**config.mk**
```make
export PLATFORM = sky130hd
export DESIGN_NAME = dispatch_controller
export DESIGN_NICKNAME = d
export VERILOG_FILES = /design/src/rtl/dispatch_controller.sv
export SDC_FILE = /design/constraint.sdc
export NUM_CORES = 1
export LEC_CHECK = 0
export CAP_MARGIN = 20
export CORE_MARGIN = 10
export CORE_UTILIZATION = 44
export DETAILED_ROUTE_END_ITERATION = 8
export GPL_TIMING_DRIVEN = 0
export PLACE_DENSITY_LB_ADDON = 0.05
export REMOVE_ABC_BUFFERS = 1
export SLEW_MARGIN = 20
export SYNTH_ARGS = -nofsm -noshare
export SYNTH_HDL_FRONTEND = slang
export SYNTH_SLANG_ARGS = --single-unit
export TNS_END_PERCENT = 30
```
**constraint.sdc**
```tcl
create_clock -name clk -period 5.3 [get_ports clk]
set_input_delay 0.53 -clock clk [delete_from_list [all_inputs] [get_ports clk]]
set_output_delay 0.53 -clock clk [all_outputs]
set_load 0.01 [all_outputs]
```
**src/rtl/dispatch_controller.sv**
```systemverilog
// Dispatch controller: pops the relief-request head, assigns it to the lowest free
// rescue team, loads that team's mission countdown and reports the dispatch.
module dispatch_controller #(
  parameter int NUM_TEAMS  = 4,
  parameter int BASE_TIME  = 10,
  parameter int PRI_STEP   = 4,
  parameter int EVAC_EXTRA = 8
) (
  input  logic                 clk,
  input  logic                 rst_n,
  input  logic                 dispatch_en,
  input  logic                 req_valid,
  input  logic [7:0]           req_zone,
  input  logic [1:0]           req_priority,
  input  logic                 req_is_evac,
  output logic                 serve,
  output logic                 dispatch_valid,
  output logic [2:0]           dispatch_team,
  output logic [7:0]           dispatch_zone,
  output logic [7:0]           dispatch_time,
  output logic [NUM_TEAMS-1:0] team_busy,
  output logic                 all_busy,
  output logic [15:0]          dispatch_count
);

  typedef enum logic [1:0] {S_IDLE, S_ISSUE, S_SETTLE} state_t;

  localparam logic [9:0] BASE10 = 10'(BASE_TIME);
  localparam logic [9:0] STEP10 = 10'(PRI_STEP);
  localparam logic [9:0] EVAC10 = 10'(EVAC_EXTRA);

  state_t      r_state;
  state_t      w_next_state;
  logic [7:0]  r_timer [NUM_TEAMS];
  logic [2:0]  r_lat_team;
  logic [7:0]  r_lat_zone;
  logic [7:0]  r_lat_time;
  logic [2:0]  r_out_team;
  logic [7:0]  r_out_zone;
  logic [7:0]  r_out_time;
  logic [15:0] r_count;
  logic        w_start;
  logic        w_fire;
  logic [2:0]  w_sel;
  logic [9:0]  w_sum;
  logic [7:0]  w_dur;

  // Mission duration: 10-bit sum, saturated to 8 bits, never zero.
  always_comb begin
    w_sum = BASE10 + STEP10 * {8'd0, req_priority} + (req_is_evac ? EVAC10 : 10'd0);
    if (w_sum > 10'd255)
      w_dur = 8'd255;
    else if (w_sum == 10'd0)
      w_dur = 8'd1;
    else
      w_dur = w_sum[7:0];
  end

  always_comb begin
    team_busy = '0;
    w_sel     = 3'd0;
    for (int i = 0; i < NUM_TEAMS; i++)
      team_busy[i] = (r_timer[i] != 8'd0);
    for (int i = NUM_TEAMS - 1; i >= 0; i--)
      if (!team_busy[i]) w_sel = 3'(i);
  end

  assign all_busy = &team_busy;

  // NOTE: every signal written here gets a default first, so no latch is inferred.
  always_comb begin
    w_next_state = r_state;
    w_start      = 1'b0;
    w_fire       = 1'b0;
    case (r_state)
      S_IDLE: begin
        if (dispatch_en && req_valid && !all_busy) begin
          w_start      = 1'b1;
          w_next_state = S_ISSUE;
        end
      end
      S_ISSUE: begin
        w_fire       = req_valid;
        w_next_state = req_valid ? S_SETTLE : S_IDLE;
      end
      S_SETTLE: w_next_state = S_IDLE;
      default:  w_next_state = S_IDLE;
    endcase
  end

  assign serve          = w_fire;
  assign dispatch_valid = w_fire;
  assign dispatch_team  = w_fire ? r_lat_team : r_out_team;
  assign dispatch_zone  = w_fire ? r_lat_zone : r_out_zone;
  assign dispatch_time  = w_fire ? r_lat_time : r_out_time;
  assign dispatch_count = r_count;

  // NOTE: sequential state uses non-blocking assignments so every register samples pre-edge values.
  always_ff @(posedge clk or negedge rst_n) begin
    if (!rst_n) begin
      r_state    <= S_IDLE;
      r_lat_team <= 3'd0;
      r_lat_zone <= 8'd0;
      r_lat_time <= 8'd0;
      r_out_team <= 3'd0;
      r_out_zone <= 8'd0;
      r_out_time <= 8'd0;
      r_count    <= 16'd0;
    end else begin
      r_state <= w_next_state;
      if (w_start) begin
        r_lat_team <= w_sel;
        r_lat_zone <= req_zone;
        r_lat_time <= w_dur;
      end
      if (w_fire) begin
        r_out_team <= r_lat_team;
        r_out_zone <= r_lat_zone;
        r_out_time <= r_lat_time;
        r_count    <= r_count + 16'd1;
      end
    end
  end

  // NOTE: the timer array is reset explicitly because busy status must clear on reset.
  always_ff @(posedge clk or negedge rst_n) begin
    if (!rst_n) begin
      for (int i = 0; i < NUM_TEAMS; i++)
        r_timer[i] <= 8'd0;
    end else begin
      for (int i = 0; i < NUM_TEAMS; i++) begin
        if (w_fire && (r_lat_team == 3'(i)))
          r_timer[i] <= r_lat_time;
        else if (r_timer[i] != 8'd0)
          r_timer[i] <= r_timer[i] - 8'd1;
      end
    end
  end

endmodule

```
# [Yosys cells after proc, flatten, opt, wreduce, memory -nomap -nowiden]
# Index checks and enable logic that the tools add are counted.
# W data, S select, Z words.
[classes] n_reduce_logical=19 muxes=24 add_sub_neg=7 order_cmp=1 n_eq_ne=5
[ops] op="$mux W8" n=11
[ops] op="$reduce_bool A8 Y1" n=4
[ops] op="$sub A8 B1 Y8 const B" n=4
[ops] op="$add A16 B1 Y16 const B" n=1
[ops] op="$mux W3" n=4
[ops] op="$logic_not A10 Y1" n=1
[ops] op="$gt A6 B8 Y1 const B" n=1
[ops] op="$reduce_bool A2 Y1" n=4
[ops] op="$add A5 B4 Y6" n=1
[ops] op="$eq A3 B2 Y1 const B" n=2
[ops] op="$logic_and A1 B1 Y1" n=6
[ops] op="$mux W2" n=3
[ops] op="$mux W6" n=1
[ops] op="$add A4 B4 Y5 const A" n=1
[ops] op="$mux W4" n=1
[ops] op="$pmux W2 S2" n=1
[ops] op="$reduce_and A4 Y1" n=1
[ops] op="$eq A3 B1 Y1 const B" n=1
[ops] op="$logic_not A3 Y1" n=1
[ops] op="$mux W1" n=3
[ops] op="$eq A2 B1 Y1 const B" n=1
[ops] op="$logic_not A2 Y1" n=1
[ops] op="$ne A2 B2 Y1 const B" n=1
[ops] op="$logic_not A1 Y1" n=1
[totals] wordCells=68 register_bits=88

# [Depth between registers and ports, before layout]
[logic_depth] depth_word=6 depth_mapped=7 depth_no_buf=7

# [Least setup slack after synthesis]
# OpenSTA, ideal clock, no wires.
[synth_path] path_type="flip-flop to flip-flop" from="reg r_timer[8] (netlist name)" to="reg r_lat_zone[1]" path_buffers=1 required_time_ns=5.175 path_stages_with_launch=8 arrival_time_ns=1.950 slack_ns=3.225 period_less_slack_ns=2.075 path_cell_list="dfrtp_1 inv_1 ha_1 or3b_4 nor3_4 o41ai_4 buf_6 mux2_4"
[synth_via] elab_chain_len=6
[synth_lines] item="start, declared" line="34" rtl="logic [7:0] r_timer [NUM_TEAMS];"
[synth_lines] item="start signal, assigned by index" line="133" rtl="r_timer[i] <= r_lat_time;"
[synth_lines] item="start signal, assigned by index" line="135" rtl="r_timer[i] <= r_timer[i] - 8'd1;"
[synth_lines] item="$reduce_bool A8 Y1" line="63" rtl="team_busy[i] = (r_timer[i] != 8'd0);"
[synth_lines] item="$reduce_and A4 Y1" line="68" rtl="assign all_busy = &team_busy;"
[synth_lines] item="$logic_not A1 Y1" line="77" rtl="if (dispatch_en && req_valid && !all_busy) begin"
[synth_lines] item="$logic_and A1 B1 Y1" line="77"
[synth_lines] item="$mux W1" line="77"
[synth_lines] item="$mux W1" line="75" rtl="case (r_state)"
[synth_lines] item="end signal, assigned" line="113" rtl="r_lat_zone <= req_zone;"
[synth_lines] item="end, declared" line="36" rtl="logic [7:0] r_lat_zone;"
# No other way between the ends.
# A chain may end at the register's enable or synchronous reset.

# [Worst setup path after layout]
[layout_path] from="in req_valid" to="out dispatch_time[1]"
[layout_via] elab_chain_len=2
[layout_lines] item="start, declared" line="12" rtl="input logic req_valid,"
[layout_lines] item="$mux W1" line="75"
[layout_lines] item="$mux W8"
[layout_lines] item="end, declared" line="20" rtl="output logic [7:0] dispatch_time,"
# No other way between the ends.

==> qor_table.md <==
| Item | This run |
|:---|:---|
| CTS Sinks | 83 |
| Number of setup buffers added after CTS | 0 |
| Final Instance Count excl. Fillers | 536 |
| Synthesized cell area | 3900 sq um |
| Resize count post-CTS | 0 |
| Post-Place Setup Slack | 2.05 ns |
| Port Buf Inserts | 56 |
| Final critical-path required period | 3.24 ns |
| Class of the most critical setup path | in -> out |
| Run status | complete, no violations |
| Number of distinct library cells after synthesis | 44 |
| CP Launch Type | primary input |
| GRT Resource Usage Total | 13.2% |
| Total Negative Setup Slacks | 0 ns |
| Number of synthesized flops with an enable pin | 0 |
| Pwr/cell area | 235 nW/um^2 |
| Post-synthesis average cell area | 10.8 sq um |
| Deepest clock path buffer count | 2 |
| CTS tree | built |
| Final HPWL DP | 5880 um |
| Critical path endpoint category | output port |
| Die area | 13,000 sq um |
| Met3 routed wirelength | 428 um |
| Total DRC errors in the routed layout | 0 |
| Sequential cell area fraction in the yosys report | 53.2% |
| Number of vias in the routed layout | 2,723 |
| Number of detailed-routing iterations run before antenna repair | 4 |
| Count of boundary I/O pins | 57 |
| Number of storage elements in the synthesis netlist | 83 |
| Net total in the final layout | 448 |
| Drt wl/cell | 15.4 um |
| Final RePlAce weighted congestion | 0.744 |
| Uppermost layer routed | met4 |
| CTS H-Tree Depth | 3 |
| Detail Route met2 WL | 3800 um |
| Tightest Hold Check Type | in -> async |
| Final WS setup | 2.06 ns |
| Clock network latency to the later pin of the worst-skew pair | 0.36 ns |
| Initial Util | 45.0% |
| Vias in the first global route | 2,763 |
| Post-route core utilization | 55.5% |
| Headroom to the max-slew limit | 29.5% |
| Final Hold Vio Count | 0 |
| Area occupied by multi-input gates | 1710 sq um |
| Overall power of the completed layout | 1.13 mW |
| Pleak | 2.16 nW |
| Share of flip-flops with an asynchronous set or reset | 100% |
| Number of warning messages in the yosys log | 0 |
| Count of fill cells added during filler insertion | 795 |
| Share of cells above drive strength 1 | 11.0% |
| Hold bufs inserted after CTS | 0 |
| Area overhead of the layout relative to synthesis | 23.4% |
| Setup repair after global routing missed its margin | false |
| Number of max-cap violations | 0 |
| CTS Root Buffer Type | sky130_fd_sc_hd__clkbuf_8 |
| Y dimension of the die | 114 um |
| Inserted Clock Buffers | 9 |
| Synth Instances | 363 |
| Actual transition at the worst max-transition pin | 1.05 ns |
| Max Fanout on Critical Path | 16 |
| Part of the cycle the worst path needs | 61.1% |
| Sum of routed wire length over all layers | 8260 um |
| Leftover overflow at the end of global routing | 0 |
| Ordered list of cells on the worst path | clkdlybuf4s50_1, nand3b_1, inv_1, nand2_1, nand2_1, clkdlybuf4s50_1 |
| Horizontal extent of the die | 114 um |
| Total of endpoints with negative setup slack in the final report | 0 |
| Global-route wire length before repair | 14,000 um |
| Antenna violation net count after detailed routing | 0 |
| Detailed-routing wirelength on met1 | 3930 um |
| Setup skew after layout | 0.0164 ns |
| Number of placed instances with taps included | 520 |
| Core region area | 8680 sq um |
| Slew Limit Fails | 0 |
| Initial antenna violation count | 0 |
| Cell with the largest stage delay on the worst path | sky130_fd_sc_hd__inv_1 |
| Required time of the worst setup path | 4.77 ns |
| Worst vdd ir | 0.000122 V |
| Per-cell via count in the routed design | 5.08 |
| Worst EP arrival | 2.71 ns |
| Clock transition time at the flip-flop clock pins of the worst setup and hold paths | 0.09 ns |
| Pin count of the biggest net entering global routing | 47 |
| Primary FF master, synth | sky130_fd_sc_hd__dfrtp_1 |
| Register area | 2080 sq um |
| Top achievable clock speed | 309 MHz |
| Floorplan row count | 34 |
| Antenna diodes | 0 |
| Maximum single-stage delay on the critical path | 0.56 ns |
| Detailed Route Iter0 Violations | 107 |
state kept, by name (all words and copies together) (netlist names):
signal and count:
r_lat_zone 8, r_out_zone 8, r_out_team 3, r_lat_team 2, dispatch_count 16, r_out_time 8
r_state 2, r_lat_time 4, r_timer 32
stage by stage:
stage | hold slack, ns | area [sq um]
3_5_place_dp | 0.461 | 4600
3_3_place_gp | 0.455 | 4550
6_report | 0.149 | 4820
4_1_cts | 0.157 | 4810
5_1_grt | 0.179 | 4820
2_1_floorplan | 0.234 | 3850
power breakdown:
group	total, mW	switching, mW	internal, mW
Clock	0.475	0.240	0.235
Sequential	0.633	0	0.633
Combinational	0.0272	0.0152	0.0119
Total	1.13	0.255	0.879
worst max-delay path, delay by kind of cell:
family	cells	cell delay [ns]
buffers and inverters	3	1.58
and+or+nand+nor	3	0.60
layer usage:
metal	GRT usage (%)	vias to the layer above
met5	0	-
met3	3.93	11
met1	17.6	1317
li1	-	1350
met2	19.9	45
met4	4.76	0
cell families (layout without fill, tap and decap cells):
logic type | Yosys count | in the layout | share of synthesized area [%]
fa+ha+maj | 10 | 10 | 3.21
buf+inv | 31 | 96 | 3.27
mux | 19 | 19 | 5.90
flops | 83 | 83 | 53.2
simple gates | 145 | 145 | 19.5
xor+xnor | 38 | 38 | 8.53
compound gates | 37 | 37 | 6.38
placed cells by master (no fill, tap or decap), types with 2 or more instances in the layout:
cell and count:
sky130_fd_sc_hd__dfrtp_1 83, sky130_fd_sc_hd__nand2_1 56, sky130_fd_sc_hd__clkdlybuf4s50_1 55, sky130_fd_sc_hd__xnor2_1 27
sky130_fd_sc_hd__nor2_1 22, sky130_fd_sc_hd__inv_1 21, sky130_fd_sc_hd__o21ai_0 17, sky130_fd_sc_hd__nor3_1 11
sky130_fd_sc_hd__xor2_1 11, sky130_fd_sc_hd__ha_1 10, sky130_fd_sc_hd__clkbuf_8 10, sky130_fd_sc_hd__mux2_2 8
sky130_fd_sc_hd__and2_1 7, sky130_fd_sc_hd__nand3_1 7, sky130_fd_sc_hd__mux2_4 6, sky130_fd_sc_hd__nand4_1 6
sky130_fd_sc_hd__mux2i_1 5, sky130_fd_sc_hd__nand2b_1 5, sky130_fd_sc_hd__nor3b_1 4, sky130_fd_sc_hd__nor3_2 4
sky130_fd_sc_hd__and3_1 4, sky130_fd_sc_hd__a21oi_1 4, sky130_fd_sc_hd__o211ai_1 4, sky130_fd_sc_hd__o31ai_1 4
sky130_fd_sc_hd__nor4b_1 3, sky130_fd_sc_hd__or3_1 3, sky130_fd_sc_hd__and4bb_2 3, sky130_fd_sc_hd__clkinv_4 3
sky130_fd_sc_hd__nand3b_1 2, sky130_fd_sc_hd__nor3_4 2, sky130_fd_sc_hd__a22oi_1 2, sky130_fd_sc_hd__buf_6 2
area by class of cell:
type	instances	area share, %
Multi-Input combinational cell	249	35.5
Clock buffer	10	2.86
Inverter	21	1.64
Tap cell	108	2.80
Timing Repair Buffer	59	12.6
Clock inverter	6	1.51
Sequential cell	83	43.1
path summary, 6_finish.rpt:
check,startpoint,to,slack (ns),cells past startpoint
max,req_valid,dispatch_time[1],2.06,6
min,rst_n,r_timer[31]$_DFFE_PN0P_,0.15,1
max reg2reg,r_timer[24]$_DFFE_PN0P_,r_lat_time[2]$_DFFE_PN0P_,2.69,6
min reg2reg,dispatch_count[15]$_DFFE_PN0P_,dispatch_count[15]$_DFFE_PN0P_,0.47,1
max in group asynchronous,rst_n,r_timer[9]$_DFFE_PN0P_,4.53,2
min in group clk,dispatch_count[15]$_DFFE_PN0P_,dispatch_count[15]$_DFFE_PN0P_,0.47,1
synthesized netlist by cell type, drive strengths merged, types with 6 or more instances:
library cell  number  area share, %
nor3              17            3.0
clkbuf             7           0.67
nand3              7           0.90
mux2              14            4.6
nor2              22            2.1
nand4              6           0.96
and2               8            1.3
inv               21            2.0
o21ai             17            2.2
xnor2             27            6.1
ha                10            3.2
xor2              11            2.5
dfrtp             83             53
nand2             56            5.4
No activity file was read; power rests on OpenSTA's default activity.
